## config.mk

```make
export PLATFORM = sky130hd
export DESIGN_NAME = signal_analyzer
export DESIGN_NICKNAME = d
export VERILOG_FILES = /design/src/rtl/signal_analyzer_pkg.sv /design/src/rtl/seq_divider.sv /design/src/rtl/signal_analyzer.sv
export SDC_FILE = /design/constraint.sdc
export NUM_CORES = 1
export LEC_CHECK = 0
export BUFFER_PORTS_ARGS = -buffer_cell sky130_fd_sc_hd__buf_4
export CAP_MARGIN = 5
export CORE_MARGIN = 2
export CORE_UTILIZATION = 50
export CTS_BUF_LIST = sky130_fd_sc_hd__clkbuf_16
export DETAILED_ROUTE_END_ITERATION = 8
export PLACE_DENSITY = 0.75
export SYNTH_ARGS = -nofsm -noshare
export SYNTH_HDL_FRONTEND = slang
export SYNTH_HIERARCHICAL = 1
export SYNTH_SLANG_ARGS = --single-unit
```

## constraint.sdc

```tcl
create_clock -name clk -period 6.7 [get_ports clk]
set_input_delay 1.34 -clock clk [delete_from_list [all_inputs] [get_ports clk]]
set_output_delay 1.34 -clock clk [all_outputs]
set_load 0.005 [all_outputs]
```

## src/rtl/signal_analyzer_pkg.sv

```systemverilog
// Shared types and defaults for the signal analyzer: FSM states, midscale
// reference and the default measurement parameters.
package signal_analyzer_pkg;

    typedef enum logic [2:0] {
        S_IDLE    = 3'd0,
        S_ARMING  = 3'd1,
        S_MEASURE = 3'd2,
        S_DIVIDE  = 3'd3,
        S_DONE    = 3'd4
    } state_t;

    localparam logic [31:0] MIDSCALE     = 32'h8000_0000;
    localparam logic [31:0] DEF_HYST     = 32'h0100_0000;
    localparam int          DEF_AVG_LOG2 = 2;
    localparam logic [31:0] DEF_TIMEOUT  = 32'd16_777_216;

    function automatic logic [31:0] sat_inc32(input logic [31:0] v);
        return (v == 32'hFFFF_FFFF) ? v : v + 32'd1;
    endfunction

endpackage

```

## src/rtl/seq_divider.sv

```systemverilog
// Restoring unsigned divider, one quotient bit per clock, W clocks per divide.
// done is high during the clock whose edge produces the last quotient bit.
module seq_divider #(
    parameter int W = 35
) (
    input  logic         clk,
    input  logic         rst,
    input  logic         start,
    input  logic [W-1:0] dividend,
    input  logic [W-1:0] divisor,
    output logic [W-1:0] quotient,
    output logic         busy,
    output logic         done
);
    localparam int CW = $clog2(W + 1);

    logic [W-1:0]  rem_r;
    logic [W-1:0]  dvd_r;
    logic [W-1:0]  quo_r;
    logic [CW-1:0] cnt_r;
    logic          busy_r;

    logic          load_s;
    logic [W-1:0]  src_rem_s;
    logic          src_bit_s;
    logic [W-1:0]  trial_s;
    logic          ge_s;
    logic [W-1:0]  next_rem_s;

    // One restoring step; the bit shifted out of the remainder forces a subtract.
    always_comb begin
        load_s     = start && !busy_r;
        src_rem_s  = load_s ? {W{1'b0}} : rem_r;
        src_bit_s  = load_s ? dividend[W-1] : dvd_r[W-1];
        trial_s    = {src_rem_s[W-2:0], src_bit_s};
        ge_s       = src_rem_s[W-1] || (trial_s >= divisor);
        next_rem_s = ge_s ? (trial_s - divisor) : trial_s;
    end

    // Iteration registers: the load cycle already computes the first quotient bit.
    always_ff @(posedge clk) begin
        if (rst) begin
            rem_r  <= {W{1'b0}};
            dvd_r  <= {W{1'b0}};
            quo_r  <= {W{1'b0}};
            cnt_r  <= {CW{1'b0}};
            busy_r <= 1'b0;
        end else if (load_s) begin
            rem_r  <= next_rem_s;
            dvd_r  <= {dividend[W-2:0], 1'b0};
            quo_r  <= {{(W-1){1'b0}}, ge_s};
            cnt_r  <= CW'(W - 1);
            busy_r <= 1'b1;
        end else if (busy_r) begin
            rem_r  <= next_rem_s;
            dvd_r  <= {dvd_r[W-2:0], 1'b0};
            quo_r  <= {quo_r[W-2:0], ge_s};
            cnt_r  <= cnt_r - CW'(1);
            if (cnt_r == CW'(1)) begin
                busy_r <= 1'b0;
            end
        end
    end

    assign quotient = quo_r;
    assign busy     = busy_r;
    assign done     = busy_r && (cnt_r == CW'(1));

endmodule

```

## src/rtl/signal_analyzer.sv

```systemverilog
// Frequency meter: hysteretic midscale crossing detector, averaged period,
// tuning-word division and min/max capture over each measurement window.
module signal_analyzer
    import signal_analyzer_pkg::*;
#(
    parameter logic [31:0] HYST     = DEF_HYST,
    parameter int          AVG_LOG2 = DEF_AVG_LOG2,
    parameter logic [31:0] TIMEOUT  = DEF_TIMEOUT
) (
    input  logic        clk,
    input  logic        rst,
    input  logic        enable,
    input  logic [31:0] sample,
    input  logic        sample_valid,
    output logic        busy,
    output logic        result_valid,
    output logic [31:0] period,
    output logic [31:0] tuning_word,
    output logic [31:0] peak_max,
    output logic [31:0] peak_min,
    output logic        no_signal
);
    localparam int          W        = 33 + AVG_LOG2;
    localparam logic [W-1:0] DIVIDEND = {1'b1, {(W-1){1'b0}}};
    localparam logic [31:0] LO_TH    = MIDSCALE - HYST;
    localparam logic [31:0] HI_TH    = MIDSCALE + HYST;
    localparam logic [4:0]  LAST_X   = 5'((1 << AVG_LOG2) - 1);

    state_t      state_r;
    logic        arm_r;
    logic        tmo_flag_r;
    logic [31:0] sum_r;
    logic [31:0] tmo_r;
    logic [31:0] min_r;
    logic [31:0] max_r;
    logic [4:0]  xcnt_r;

    logic        in_window_s;
    logic        below_s;
    logic        above_s;
    logic        cross_s;
    logic        tmo_hit_s;
    logic        div_start_s;
    logic        div_rst_s;
    logic        div_busy_s;
    logic        div_done_s;
    logic [W-1:0] div_q_s;

    // Qualified-sample classification for crossing detection and timeout.
    always_comb begin
        in_window_s = sample_valid && ((state_r == S_ARMING) || (state_r == S_MEASURE));
        below_s     = (sample < LO_TH);
        above_s     = (sample >= HI_TH);
        cross_s     = in_window_s && arm_r && above_s;
        tmo_hit_s   = in_window_s && ((tmo_r + 32'd1) >= TIMEOUT);
        div_start_s = (state_r == S_DIVIDE) && !div_busy_s;
        div_rst_s   = rst || !enable;
    end

    seq_divider #(.W(W)) u_div (
        .clk      (clk),
        .rst      (div_rst_s),
        .start    (div_start_s),
        .dividend (DIVIDEND),
        .divisor  ({{(W-32){1'b0}}, sum_r}),
        .quotient (div_q_s),
        .busy     (div_busy_s),
        .done     (div_done_s)
    );

    // Measurement FSM, window accumulators and registered result outputs.
    always_ff @(posedge clk) begin
        if (rst) begin
            state_r      <= S_IDLE;
            arm_r        <= 1'b0;
            tmo_flag_r   <= 1'b0;
            sum_r        <= 32'd0;
            tmo_r        <= 32'd0;
            min_r        <= 32'd0;
            max_r        <= 32'd0;
            xcnt_r       <= 5'd0;
            result_valid <= 1'b0;
            period       <= 32'd0;
            tuning_word  <= 32'd0;
            peak_max     <= 32'd0;
            peak_min     <= 32'd0;
            no_signal    <= 1'b0;
        end else if (!enable) begin
            state_r      <= S_IDLE;
            arm_r        <= 1'b0;
            result_valid <= 1'b0;
        end else begin
            result_valid <= 1'b0;
            if (in_window_s) begin
                if (below_s) begin
                    arm_r <= 1'b1;
                end else if (above_s) begin
                    arm_r <= 1'b0;
                end
                tmo_r <= tmo_r + 32'd1;
            end
            case (state_r)
                S_IDLE: begin
                    arm_r      <= 1'b0;
                    tmo_flag_r <= 1'b0;
                    sum_r      <= 32'd0;
                    tmo_r      <= 32'd0;
                    xcnt_r     <= 5'd0;
                    min_r      <= 32'hFFFF_FFFF;
                    max_r      <= 32'd0;
                    state_r    <= S_ARMING;
                end
                S_ARMING: begin
                    if (tmo_hit_s) begin
                        tmo_flag_r <= 1'b1;
                        state_r    <= S_DONE;
                    end else if (cross_s) begin
                        sum_r   <= 32'd0;
                        xcnt_r  <= 5'd0;
                        state_r <= S_MEASURE;
                    end
                end
                S_MEASURE: begin
                    if (sample_valid) begin
                        sum_r <= sat_inc32(sum_r);
                        if (sample < min_r) min_r <= sample;
                        if (sample > max_r) max_r <= sample;
                    end
                    // A window-completing crossing beats a simultaneous timeout.
                    if (cross_s && (xcnt_r == LAST_X)) begin
                        state_r <= S_DIVIDE;
                    end else if (tmo_hit_s) begin
                        tmo_flag_r <= 1'b1;
                        state_r    <= S_DONE;
                    end else if (cross_s) begin
                        xcnt_r <= xcnt_r + 5'd1;
                    end
                end
                S_DIVIDE: begin
                    if (div_done_s) state_r <= S_DONE;
                end
                S_DONE: begin
                    result_valid <= 1'b1;
                    peak_min     <= min_r;
                    peak_max     <= max_r;
                    no_signal    <= tmo_flag_r;
                    if (tmo_flag_r) begin
                        period      <= 32'd0;
                        tuning_word <= 32'd0;
                    end else begin
                        period      <= sum_r >> AVG_LOG2;
                        tuning_word <= (|div_q_s[W-1:32]) ? 32'hFFFF_FFFF : div_q_s[31:0];
                    end
                    state_r <= S_IDLE;
                end
                default: state_r <= S_IDLE;
            endcase
        end
    end

    assign busy = (state_r != S_IDLE);

endmodule

```

Yosys cells after proc, flatten, opt, wreduce, memory -nomap -nowiden
Cells that the tools add are included.

cells by class
  add/sub/neg operators = 5
  eq/ne operators = 19
  $mul = 0
  mux-type cells = 46
  reduce and logical (&&, ||, !) cells = 33
  div/mod/pow operators = 0
  shift-type cells = 0
  bitwise logic cells = 1
  order comparisons = 6

operator list
  cell                                                   count
  two-way mux 32 bit                                     12
  two-way mux 35 bit                                     4
  case mux 32 bit (2 select lines)                       2
  case mux 32 bit (3 select lines)                       1
  adder 32 x 1 -> 32 bit, second input constant          2
  >= comparator 35 x 32 -> 1 bit                         1
  subtractor 35 x 32 -> 35 bit                           1
  == test 32 bit, second input constant                  1
  >= comparator 32 x 25 -> 1 bit, second input constant  1
  >= comparator 32 bit, second input constant            1
  > comparator 32 bit                                    1
  < comparator 32 x 31 -> 1 bit, second input constant   1
  < comparator 32 bit                                    1
  two-way mux 30 bit                                     1
  two-way mux 5 bit                                      5
  != test 2 bit, second input constant                   8
  two-way mux 3 bit                                      5
  case mux 5 bit (3 select lines)                        1
  two-way mux 6 bit                                      2
  case mux 3 bit (4 select lines)                        1
  two-way mux 1 bit                                      11
  logical AND 1 bit                                      8
  AND reduction 4 bit                                    2
  nonzero test 2 bit                                     4
  other kinds (22)                                       33

storage, ports and cells
  output and inout bits = 131
  register bits after elaboration = 345
  ROM bits = 0
  bits of input ports = 36
  memories = 0
  bits in writable memories = 0
  bits in latches = 0

Depth between registers and ports, before layout
Gate-level depths: netlist of the first run.

  depth in word-level cells = 9
  depth in mapped cells = 19
  mapped depth without buffers = 15

Hierarchy
Netlist of the first run, hierarchy kept.

modules (own cells, without submodules)
  module           area each (sq um)  instances  cells each  sequential area each (sq um)
  signal_analyzer  13346.6            1          1680        5325.1
  seq_divider      7023.0             1          895         2222.1

Worst setup path after synthesis of the first run
Ideal clock, no wire load.

  kind = reg2reg
  start = register state_r[0]
  end = register u_div.rem_r[0]
  path buffers = 7
  setup time = 116 ps
  cell stages (with the launch flop) = 20
  path slack = 2610 ps
  arrival = 3974 ps
  cell sequence = dfxtp_1 -> clkbuf_1 -> nor4b_1 -> nand2b_4 -> clkbuf_1 -> clkbuf_1 -> clkbuf_1 -> and2_1 -> ha_1 -> buf_2 -> a21oi_1 -> o21ai_0 -> nor4_1 -> o211ai_2 -> nand2_2 -> a21o_1 -> buf_6 -> buf_6 -> nand2_1 -> a31o_2

on the way
  longest elaborated chain between the ends = 9

ends and longest elaborated chain
  what                                                     RTL line                              RTL
  start, declared                                          signal_analyzer.sv:29                 state_t state_r;
  start signal, assigned                                   signal_analyzer.sv:74                 state_r <= S_IDLE;
  start signal, assigned                                   signal_analyzer.sv:89                 state_r <= S_IDLE;
  start signal, assigned                                   signal_analyzer.sv:111                state_r <= S_ARMING;
  == test 3 x 2 -> 1 bit (*)                               signal_analyzer.sv:56                 div_start_s = (state_r == S_DIVIDE) && !div_busy_s;
  logical AND 1 bit (*)                                    signal_analyzer.sv:56
  via div_start_s                                          signal_analyzer.sv:43                 logic div_start_s;
  logical AND 1 bit (*)                                    seq_divider.sv:32                     load_s = start && !busy_r;
  two-way mux 1 bit or two-way mux 35 bit (tied branches)  seq_divider.sv:34, seq_divider.sv:33
  >= comparator 35 x 32 -> 1 bit                           seq_divider.sv:36                     ge_s = src_rem_s[W-1] || (trial_s >= divisor);
  logical OR 1 bit                                         seq_divider.sv:36
  two-way mux 35 bit                                       seq_divider.sv:37                     next_rem_s = ge_s ? (trial_s - divisor) : trial_s;
  two-way mux 35 bit                                       seq_divider.sv:54                     end else if (busy_r) begin
  two-way mux 35 bit                                       seq_divider.sv:48                     end else if (load_s) begin
  end signal, assigned                                     seq_divider.sv:43                     rem_r <= {W{1'b0}};
  end signal, assigned                                     seq_divider.sv:49                     rem_r <= next_rem_s;
  end signal, assigned                                     seq_divider.sv:55                     rem_r <= next_rem_s;
  end, declared                                            seq_divider.sv:17                     logic [W-1:0] rem_r;

Mark *: on every way through the listed nets, which the timed path passes. The rest lies on a longest branch. The select of a mux whose other input is x is not followed.
A chain may end at the register's enable or synchronous reset.

Final worst setup path of the first run
  start = register state_r[1]
  end = register u_div.rem_r[9]

Same word-level chain as after synthesis.

==> parameters.txt, run 1 <==
Parameter                              Value

Synth
  Share of the synthesized area in the top cell type ... 37.05%
  Cells taking the most area after synthesis ... sky130_fd_sc_hd__dfxtp_1 (37%), sky130_fd_sc_hd__a21oi_1 (6.5%), sky130_fd_sc_hd__ha_1 (6.4%)
  Post-Synthesis Cells ... 2575
  Flip-flop and latch count after synthesis ... 377
  Library cell with the largest summed area after synthesis ... sky130_fd_sc_hd__dfxtp_1
  Synthesized cell area ... 0.02037 sq mm
  Sequential share of the synthesized area ... 37.05%
  Number of distinct library cell variants in the gate-level netlist after synthesis ... 91
  Synth warn ... 6
  Most used flip-flop cell after synthesis ... sky130_fd_sc_hd__dfxtp_1
  Post-synthesis area per instance ... 7.910 sq um
  FFs w/ async S/R, synth ... 0%
  Number of flops mapped to enable cells by yosys ... 0

Worst setup path
  Most common cell type on the critical path ... sky130_fd_sc_hd__o21ai_0
  Worst Setup End Kind ... register
  Capture instance of the worst register-to-register path ... u_div/rem_r[9]
  Buffers plus inverters on the worst setup path ... 2
  Worst R2R Setup Slack ... 1.73 ns
  CP required ... 7.17 ns
  R2R depth ... 14
  Worst path arrival time ... 5.44 ns
  Crit start category ... register
  Origin of the critical flop-to-flop path ... state_r[1]
  Crit path max fanout ... 40
  Largest stage delay on the critical path ... 0.84 ns
  Crit path max-delay cell type ... sky130_fd_sc_hd__a21oi_2
  Crit path kind ... reg2reg
  Crit path cell chain ... inv_1 > nor4b_2 > nand2b_4 > and2_1 > ha_1 > nand2_1 > o21ai_0 > nor4_1 > o211ai_2 > nand2_2 > a21oi_2 > buf_4 > o21ai_0 > a311oi_1
  Dominant delay contributor by cell family on the critical path ... compound AO/OA/AOI/OAI gates

Global routing
  Global-route wire length before repair ... 88600 microns
  Total global routing track utilization ... 25.25%
  Number of global-route vias before repair ... 17.78k
  GRT overflow ... 0
  Maximum number of pins on one net before global-route repair ... 102
  Antenna violations before repair ... 0

Timing
  Unrepaired setup endpoints after global routing ... false
  Setup total negative slack ... 0 ns
  Worst max-slew margin expressed relative to the limit ... 15.35%
  Number of pins exceeding their max-slew limit in the final report ... 0
  Crit share post-route ... 74.19%
  Transition time at the pin with the least slew margin ... 1.270 ns
  Maximum achievable frequency ... 201.2 MHz
  Worst-case clock skew ... 0.01717 ns
  Final setup violating endpoints ... 0
  Final hold violation count ... 0
  Time the worst path needs with I/O delays and setup ... 4.971 ns

Routing
  Number of remaining DRC errors ... 0
  Via count ... 18.92k
  Routed length per instance ... 16.87 microns
  Sum of routed wire length over all layers ... 54450 microns
  Final ANT Viol Nets ... 0
  Detailed-routing iteration count for the pre-antenna-repair pass ... 7
  1st-iter DRT viols ... 1488
  Via-per-instance ratio ... 5.862

Power
  Total power per unit cell area ... 219.7 mW/mm^2
  Total Power Consumption ... 0.005107 W
  Largest voltage drop on the vdd net ... 0.2080 mV
  Leak ... 9.017 nW

Worst hold path
  Hold path start ... period[24]
  Destination of the worst hold path ... period[24]
  Number of stages on the worst hold path ... 2
  Worst min-delay path category ... reg2reg

Place
  Post-placement cell area ... 0.02188 sq mm
  DP Wirelength ... 36600 microns
  Buffers on Ports ... 164
  Final Wtd Congestion ... 0.9146

Job
  # Max-Cap Violations ... 0

Clock tree
  Insertion delay to the later sink of the worst-skew pair ... 0.57 ns
  CTS tree ... built
  Buffers from clock root to sink, at most ... 3
  Number of sinks driven by the clock tree ... 377
  Cells resized by post-CTS repair ... 0
  Number of buffers added to fix hold violations after cts ... 0
  Clock input transition at the sequential cells of the worst setup and hold paths ... 0.06 ns
  H-tree Lvls ... 2
  Number of buffers inserted to repair setup after CTS ... 0
  TritonCTS buffer count ... 42
  Root buffer cell ... sky130_fd_sc_hd__clkbuf_16

Floorplanning
  Number of rows in the core area ... 73
  Core region area ... 0.04001 sq mm
  Die outline area ... 0.04237 sq mm
  Die outline width ... 205.8 microns
  Ports placed on the boundary ... 167
  Initial core utilization ... 50.92%
  Die boundary height ... 205.8 microns

Status
  Result of the run ... complete, no violations

Cells and area
  Non-Filler Cell Area, Final ... 0.02324 sq mm
  Nets ... 2811
  Count of inserted antenna diode cells ... 0
  Area Overhead vs Synth ... 14.11%
  Layout cells sized above 1 ... 12.21%
  Fill cells ... 3655
## state kept, by name, summed over array words and instances (netlist names)
name and count:
tuning_word 32, u_div/busy 1, min_r 32, u_div/rem_r 35
sum_r 32, arm_r 1, peak_max 32, xcnt_r 5
u_div/dvd_r 34, tmo_r 32, peak_min 32, u_div/cnt_r 6
tmo_flag_r 1, result_valid 1, state_r 3, u_div/quotient 35
max_r 32, no_signal 1, period 30
## metal layers
layer  track usage, %  routed length [microns]  vias up
met5                0                        0        -
met4            8.087                     1406        0
met3            4.720                     4054       86
met2            41.34                    24680      634
met1            33.58                    24310     8974
li1                 -                        -     9230
## per-stage QoR
stage | util [%] | worst slack [ns] | hold slack (ns) | cells
2_1_floorplan | - | 2.610 | 0.4268 | 2613
3_5_place_dp | 54.69 | 1.798 | 0.4426 | 3151
3_3_place_gp | 54.69 | 2.033 | 0.4372 | 3151
6_report | 58.10 | 1.729 | 0.4514 | 3228
5_1_grt | 58.10 | 1.273 | 0.4667 | 3228
4_1_cts | 58.10 | 1.798 | 0.4505 | 3228
## worst min-delay path: cells and delay by family (launching register included)
family           cells  cell delay [ns]
flip-flops           1             0.31
AO/OA/AOI/OAI        1             0.05
AND/OR/NAND/NOR      1             0.05
## worst max path at each step
stage / from / endpoint / slack [ns] / depth (start not counted)
2_1_floorplan: state_r[0] / u_div/rem_r[0] / 2.61 / 19
3_5_place_dp: state_r[1] / u_div/rem_r[9] / 1.80 / 14
6_report: state_r[1] / u_div/rem_r[9] / 1.73 / 14
4_1_cts: state_r[1] / u_div/rem_r[9] / 1.80 / 14
3_3_place_gp: state_r[1] / u_div/rem_r[9] / 2.03 / 14
5_1_grt: state_r[1] / u_div/rem_r[9] / 1.27 / 14
## layout by cell type, fill, tap and decap left out, drive strengths merged, types with 9 or more instances in the layout
cell	n
inv	129
nand2	314
a211o	11
a21oi	266
o21ai	104
o31ai	10
nor4	14
conb	40
dfxtp	377
nand3b	33
mux2	31
or3	19
buf	184
nor3	74
a31oi	29
ha	104
nand2b	12
nand4	35
a311oi	26
xnor2	24
and3	57
and2	42
clkinv	18
xor2	11
nand3	58
a21o	32
nor2b	9
mux2i	106
and4	10
clkbuf	43
o211ai	20
o21a	15
nor2	316
a211oi	16
## area by class of cell
type	count	area (sq um)	area share (%)
Timing Repair Buffer	184	1385	5.959
Multi-Input combinational cell	1944	11830	50.89
Clock buffer	43	1076	4.629
Sequential cell	377	7552	32.49
Inverter	121	454.2	1.954
Clock inverter	34	290.3	1.249
Tap cell	525	656.9	2.826
## cell families after synthesis
kind of cell,Yosys count,share of synthesized area (%)
AND/OR/NAND/NOR,1021,23.69
AO/OA/AOI/OAI,606,18.55
flip-flops,377,37.05
buffers and inverters,292,5.762
multiplexers,137,6.923
adder cells (fa/ha/maj),105,6.487
XOR/XNOR,35,1.505
other,2,0.03687
## cells in the mapped netlist, drive strengths merged, types with 12 or more instances
cell type / instances
a211oi: 16
a21o: 32
a21oi: 266
a311oi: 26
a31oi: 29
and2: 42
and3: 57
buf: 38
clkbuf: 133
dfxtp: 377
ha: 104
inv: 120
mux2: 31
mux2i: 106
nand2: 314
nand2b: 12
nand3: 58
nand3b: 33
nand4: 35
nor2: 316
nor3: 74
nor4: 14
o211ai: 20
o21a: 15
o21ai: 104
or3: 19
xnor2: 24
## where the power goes
| group | internal, W | switching (W) | total [W] |
|---|---|---|---|
| registers | 0.00227 | 0.0000302 | 0.00230 |
| clock network | 0.00133 | 0.000959 | 0.00229 |
| logic | 0.000199 | 0.000317 | 0.000516 |
(Power assumes the default switching activity.)
==> inputs of run 2 (changes only) <==
==> constraint.sdc (replaced) <==
create_clock -name clk -period 4.8 [get_ports clk]
set_input_delay 0.96 -clock clk [delete_from_list [all_inputs] [get_ports clk]]
set_output_delay 0.96 -clock clk [all_outputs]
set_load 0.005 [all_outputs]
==> run 2 against run 1 <==
Net effect:
- cell count down 0.15%
- clock skew is 0.0024 ns higher
- clock power up 41%
- die area unchanged
- flip-flop and latch count unchanged
==> parameters.txt, run 2 (synthesis gave the netlist of run 1 again) <==
Parameter                              Value

Job
  # Max-Cap Violations ... 0

Worst setup path
  Worst R2R Setup Slack ... 0.29 ns
  Origin of the critical flop-to-flop path ... state_r[1]
  Worst setup path startpoint ... state_r[1]
  R2R depth ... 13
  Crit path kind ... reg2reg
  Dominant delay contributor by cell family on the critical path ... compound AO/OA/AOI/OAI gates
  Largest stage delay on the critical path ... 0.57 ns
  Crit start category ... register
  CP required ... 5.26 ns
  Crit path max-delay cell type ... sky130_fd_sc_hd__dfxtp_1
  Crit path cell chain ... inv_1 > nor4b_4 > nand2b_4 > and2_1 > ha_1 > a2111oi_0 > o211ai_1 > a31oi_1 > o21ai_0 > a221oi_1 > nor3b_1 > mux2i_1 > o32ai_1
  Worst Setup End Kind ... register
  Capture instance of the worst register-to-register path ... u_div/rem_r[32]
  Worst path arrival time ... 4.96 ns
  Buffers plus inverters on the worst setup path ... 1
  Crit path max fanout ... 20

Worst hold path
  Number of stages on the worst hold path ... 2
  Hold path start ... max_r[20]
  Worst min-delay path category ... reg2reg
  Destination of the worst hold path ... peak_max[20]

Floorplanning
  Initial core utilization ... 50.92%
  Ports placed on the boundary ... 167
  Die outline width ... 205.8 microns
  Number of rows in the core area ... 73
  Core region area ... 0.04001 sq mm
  Die boundary height ... 205.8 microns
  Die outline area ... 0.04237 sq mm

Timing
  Unrepaired setup endpoints after global routing ... false
  Worst hold-check slack ... 0.4491 ns
  Worst-case clock skew ... 0.01959 ns
  Setup total negative slack ... 0 ns
  Maximum achievable frequency ... 221.8 MHz
  Final setup violating endpoints ... 0
  Transition time at the pin with the least slew margin ... 1.262 ns
  Least setup slack across all paths after layout ... 0.2922 ns
  Crit share post-route ... 93.91%
  Number of pins exceeding their max-slew limit in the final report ... 0
  Final hold violation count ... 0
  Time the worst path needs with I/O delays and setup ... 4.508 ns
  Worst max-slew margin expressed relative to the limit ... 15.86%

Cells and area
  Count of inserted antenna diode cells ... 0
  Layout cells sized above 1 ... 12.27%
  Nets ... 2813
  Fill cells ... 3589
  Most common library cell in the layout ignoring fill and taps ... sky130_fd_sc_hd__dfxtp_1
  Most used cells in the layout excluding fill and tap cells ... sky130_fd_sc_hd__dfxtp_1 (375), sky130_fd_sc_hd__nor2_1 (316), sky130_fd_sc_hd__nand2_1 (312)
  Area Overhead vs Synth ... 14.41%

Global routing
  Antenna violations before repair ... 0
  GRT overflow ... 0
  Maximum number of pins on one net before global-route repair ... 199
  Total global routing track utilization ... 25.64%
  Number of global-route vias before repair ... 17.87k
  Global-route wire length before repair ... 89330 microns

Clock tree
  Insertion delay to the later sink of the worst-skew pair ... 0.57 ns
  Number of sinks driven by the clock tree ... 377
  Root buffer cell ... sky130_fd_sc_hd__clkbuf_16
  CTS tree ... built
  H-tree Lvls ... 2
  TritonCTS buffer count ... 41
  Clock input transition at the sequential cells of the worst setup and hold paths ... 0.06 ns
  Number of buffers inserted to repair setup after CTS ... 0
  Buffers from clock root to sink, at most ... 3

Routing
  Via-per-instance ratio ... 5.844
  Sum of routed wire length over all layers ... 54870 microns
  Detailed-routing iteration count for the pre-antenna-repair pass ... 6
  Number of remaining DRC errors ... 0
  Final ANT Viol Nets ... 0
  Routed length per instance ... 17.03 microns
  Via count ... 18.83k
  1st-iter DRT viols ... 1451

Place
  Buffers on Ports ... 164
  Setup Slack @ Placement ... 0.4158 ns
  Final Wtd Congestion ... 0.9336
  DP Wirelength ... 36650 microns

Status
  Result of the run ... complete, no violations

Power
  Largest voltage drop on the vdd net ... 0.2394 mV
  Leak ... 9.055 nW
  Total Power Consumption ... 0.007175 W
  Total power per unit cell area ... 307.9 mW/mm^2
[run 2: cell count changes in the layout (fill, tap and decap cells not counted), sizes merged]
cell,change
buf,+2
bufinv,+2
clkinv,-7
clkinvlp,-3
nand2b,+1
[run 2: through the flow]
stage | util (%) | instances | instance area, sq um
floorplan | - | 2613 | 20510
global placement | 54.82 | 3153 | 21930
detailed placement | 54.82 | 3153 | 21930
CTS | 58.21 | 3222 | 23290
global route | 58.25 | 3223 | 23300
finish | 58.25 | 3223 | 23300
[run 2: timing repair]
item                       CTS  global route
setup endpoints to repair    0            12
gates resized for setup      0             1
hold buffers                 0             0
[run 2: worst register-to-register path, delay by kind of cell (launching register included)]
| kind | cells | cell delay, ns |
|---|---|---|
| adders and majority gates | 1 | 0.40 |
| AOI/OAI and AO/OA | 6 | 1.84 |
| muxes | 1 | 0.17 |
| DFF | 1 | 0.57 |
| buffers and inverters | 1 | 0.24 |
| and+or+nand+nor | 4 | 1.18 |
[run 2: area by class of cell]
cell class                      instances  area (sq um)  share of cell area, %
Sequential cell                       377          7552                  32.41
Clock buffer                           43          1076                  4.617
Multi-Input combinational cell       1945         11850                  50.83
Inverter                              121         454.2                  1.949
Tap cell                              525         656.9                  2.819
Clock inverter                         26         281.5                  1.208
Timing Repair Buffer                  186          1438                  6.169
[run 2: worst max path at each step]
stage / endpoint / slack [ns] / cells after the start
after floorplan: u_div/rem_r[0] / 0.71 / 19
after global placement: u_div/rem_r[6] / 0.51 / 14
after detailed placement: u_div/rem_r[9] / 0.42 / 14
after CTS: u_div/rem_r[32] / 0.34 / 13
after global routing: u_div/rem_r[32] / 0.007 / 13
final: u_div/rem_r[32] / 0.29 / 13
[run 2: metal layers]
layer  routed length [microns]  part of all wire [%]  track usage [%]  up-vias
met1                     24640                    45            34.12     8881
met3                      3730                   6.8            4.482      122
met4                      2020                   3.7            10.41        0
li1                          -                     -                -     9228
met5                         0                     0                0        -
met2                     24480                    45            41.17      603
[run 2: report_power, final]
part | total, W | switching, W | internal, W
logic | 0.000735 | 0.000449 | 0.000286
clock network | 0.00323 | 0.00129 | 0.00194
registers | 0.00321 | 0.0000405 | 0.00317
==> inputs of run 3 (changes only) <==
--- a/config.mk
+++ b/config.mk
@@ -7,6 +7,7 @@
 export LEC_CHECK = 0
 export BUFFER_PORTS_ARGS = -buffer_cell sky130_fd_sc_hd__buf_4
 export CAP_MARGIN = 5
+export CORE_ASPECT_RATIO = 1.1
 export CORE_MARGIN = 2
 export CORE_UTILIZATION = 50
 export CTS_BUF_LIST = sky130_fd_sc_hd__clkbuf_16
==> run 3 against run 2 <==
Net effect:
- clock power up 5%
- highest routed layer unchanged
- sequential power hardly changed
- routed wire length rose by 1.2%
- critical path type unchanged
- first-iteration DRC count fell by 16%
- cell area is 0.41% higher
- total power rose by 2.5%
- count of clock-buffer cells in the layout rose by 1
- register-to-register slack improved by 0.12 ns
- critical path depth did not move
- non-clock buffer count increased by 6
==> parameters.txt, run 3 (synthesis gave the netlist of run 1 again) <==
Parameter                              Value

Status
  Result of the run ... complete, no violations

Global routing
  M2 GR Usage ... 42.07%
  GRT overflow ... 0
  Antenna violations before repair ... 0
  Global-route wire length before repair ... 90710 microns
  Total global routing track utilization ... 25.75%
  Met1 global-route usage ... 34.20%
  Number of global-route vias before repair ... 17.93k
  Met3 Usage GRT ... 5.016%
  Top Usage Layer GRT ... met2
  Maximum number of pins on one net before global-route repair ... 110

Worst setup path
  Worst path arrival time ... 4.85 ns
  Crit path max-delay cell type ... sky130_fd_sc_hd__dfxtp_1
  CP required ... 5.26 ns
  Largest stage delay on the critical path ... 0.57 ns
  Crit path cell chain ... nor4b_2 > nand2b_4 > and2_1 > ha_1 > a21oi_1 > o21ai_0 > nor4_1 > o211ai_2 > nand2_2 > a21o_1 > buf_12 > nand3_1 > a311oi_1
  Capture instance of the worst register-to-register path ... u_div/rem_r[20]
  Worst R2R Setup Slack ... 0.41 ns
  Worst Setup End Kind ... register
  Crit path kind ... reg2reg
  Origin of the critical flop-to-flop path ... state_r[0]
  R2R depth ... 13
  Crit path max fanout ... 40
  Buffers plus inverters on the worst setup path ... 1
  Crit start category ... register
  Dominant delay contributor by cell family on the critical path ... simple AND/OR/NAND/NOR gates
  Critical path depth ... 13

Timing
  Number of pins exceeding their max-slew limit in the final report ... 0
  Final hold violation count ... 0
  Worst max-slew margin expressed relative to the limit ... 17.94%
  Transition time at the pin with the least slew margin ... 1.223 ns
  Crit share post-route ... 91.39%
  Worst-case clock skew ... 0.02027 ns
  Time the worst path needs with I/O delays and setup ... 4.387 ns
  Final setup violating endpoints ... 0
  Unrepaired setup endpoints after global routing ... false
  Setup total negative slack ... 0 ns
  Maximum achievable frequency ... 228.0 MHz

Power
  Internal Dissipation ... 0.005504 W
  Part of the power in registers ... 43.7%
  Total Power Consumption ... 0.007352 W
  Largest voltage drop on the vdd net ... 0.2690 mV
  Leak ... 9.116 nW
  Sw power ... 0.001848 W
  Portion of total power attributed to combinational logic ... 10.1%
  Relative contribution of the clock network to total power ... 46.2%
  Total power per unit cell area ... 314.2 mW/mm^2
  Net Sw Frac ... 25.13%

Clock tree
  Root buffer cell ... sky130_fd_sc_hd__clkbuf_16
  TritonCTS buffer count ... 42
  Buffers from clock root to sink, at most ... 3
  Insertion delay to the later sink of the worst-skew pair ... 0.57 ns
  Number of buffers added to fix hold violations after cts ... 0
  CTS tree ... built
  Number of sinks driven by the clock tree ... 377
  Number of buffers inserted to repair setup after CTS ... 0
  H-tree Lvls ... 2
  Cells resized by post-CTS repair ... 0
  Clock input transition at the sequential cells of the worst setup and hold paths ... 0.06 ns

Worst hold path
  Worst min-delay path category ... reg2reg
  Number of stages on the worst hold path ... 2
  Hold path start ... period[5]
  Destination of the worst hold path ... period[5]

Cells and area
  Nets ... 2819
  Area Overhead vs Synth ... 14.88%
  Core utilization of the finished layout ... 58.25%
  Most used cells in the layout excluding fill and tap cells ... sky130_fd_sc_hd__dfxtp_1 (375), sky130_fd_sc_hd__nor2_1 (316), sky130_fd_sc_hd__nand2_1 (312)
  Most common library cell in the layout ignoring fill and taps ... sky130_fd_sc_hd__dfxtp_1
  Count of inserted antenna diode cells ... 0
  Layout cells sized above 1 ... 12.62%
  Non-Filler Cell Area, Final ... 0.02340 sq mm

Place
  Buffers on Ports ... 164
  Post-placement cell area ... 0.02195 sq mm
  DP Wirelength ... 37560 microns
  Final Wtd Congestion ... 0.8911

Floorplanning
  Die outline width ... 196.4 microns
  Die outline area ... 0.04237 sq mm
  Number of rows in the core area ... 77
  Core region area ... 0.04017 sq mm
  Initial core utilization ... 50.70%
  Ports placed on the boundary ... 167
  Die boundary height ... 215.7 microns

Routing
  Routed length per instance ... 17.23 microns
  Number of remaining DRC errors ... 0
  Sum of routed wire length over all layers ... 55520 microns
  Final ANT Viol Nets ... 0
  1st-iter DRT viols ... 1220
  Detailed-routing iteration count for the pre-antenna-repair pass ... 6
  Via count ... 18.86k
  Via-per-instance ratio ... 5.853

Job
  # Max-Cap Violations ... 0
[run 3: changes by cell type in the layout (fill, tap and decap cells not counted), moves of 2 or more]
cell | before | now
sky130_fd_sc_hd__clkinv_8 | 0 | 2
sky130_fd_sc_hd__buf_4 | 182 | 189
sky130_fd_sc_hd__clkinv_2 | 6 | 9
sky130_fd_sc_hd__inv_1 | 127 | 123
sky130_fd_sc_hd__clkinv_1 | 3 | 7
[run 3: per-stage QoR]
step	cells	worst slack (ns)	hold slack (ns)
5_1_grt	3222	0.03324	0.4691
4_1_cts	3222	0.4407	0.4577
3_3_place_gp	3147	0.5777	0.4417
6_report	3222	0.4131	0.4531
3_5_place_dp	3147	0.4850	0.4419
2_1_floorplan	2613	0.7100	0.4268
[run 3: power by group through the flow]
stage | clock network, W | registers (W) | logic (W)
2_1_floorplan | 0 | 0.00327 | 0.000530
3_3_place_gp | 0 | 0.00328 | 0.000710
3_5_place_dp | 0 | 0.00328 | 0.000728
4_1_cts | 0.00343 | 0.00321 | 0.000735
5_1_grt | 0.00357 | 0.00322 | 0.000819
6_report | 0.00340 | 0.00321 | 0.000745
[run 3: worst max-delay path by stage]
| stage | from | endpoint |
|---|---|---|
| 2_1_floorplan | state_r[0] | u_div/rem_r[0] |
| 3_3_place_gp | state_r[0] | u_div/rem_r[29] |
| 3_5_place_dp | state_r[0] | u_div/rem_r[29] |
| 4_1_cts | state_r[0] | u_div/rem_r[20] |
| 5_1_grt | state_r[0] | u_div/rem_r[20] |
| 6_report | state_r[0] | u_div/rem_r[20] |
[run 3: worst min-delay path, delay by kind of cell, from the launching register on]
kind,cells,cell delay [ns]
simple gates,1,0.05
flops,1,0.31
compound gates,1,0.05
[run 3: layer usage]
| metal | vias up | share of wire [%] | wire length [microns] |
|---|---|---|---|
| met5 | - | 0 | 0 |
| met4 | 0 | 2.8 | 1539 |
| met3 | 97 | 7.0 | 3861 |
| met2 | 562 | 46 | 25380 |
| met1 | 8968 | 45 | 24730 |
| li1 | 9231 | - | - |
[run 3: cell type report]
cell class              count  area, sq um
fillers                  3606        16770
multi-input cells        1944        11830
flip-flops and latches    377         7552
repair buffers            192         1470
clock buffers              44         1101
well taps                 513        641.9
inverters                 121        454.2
clock inverters            31        351.6
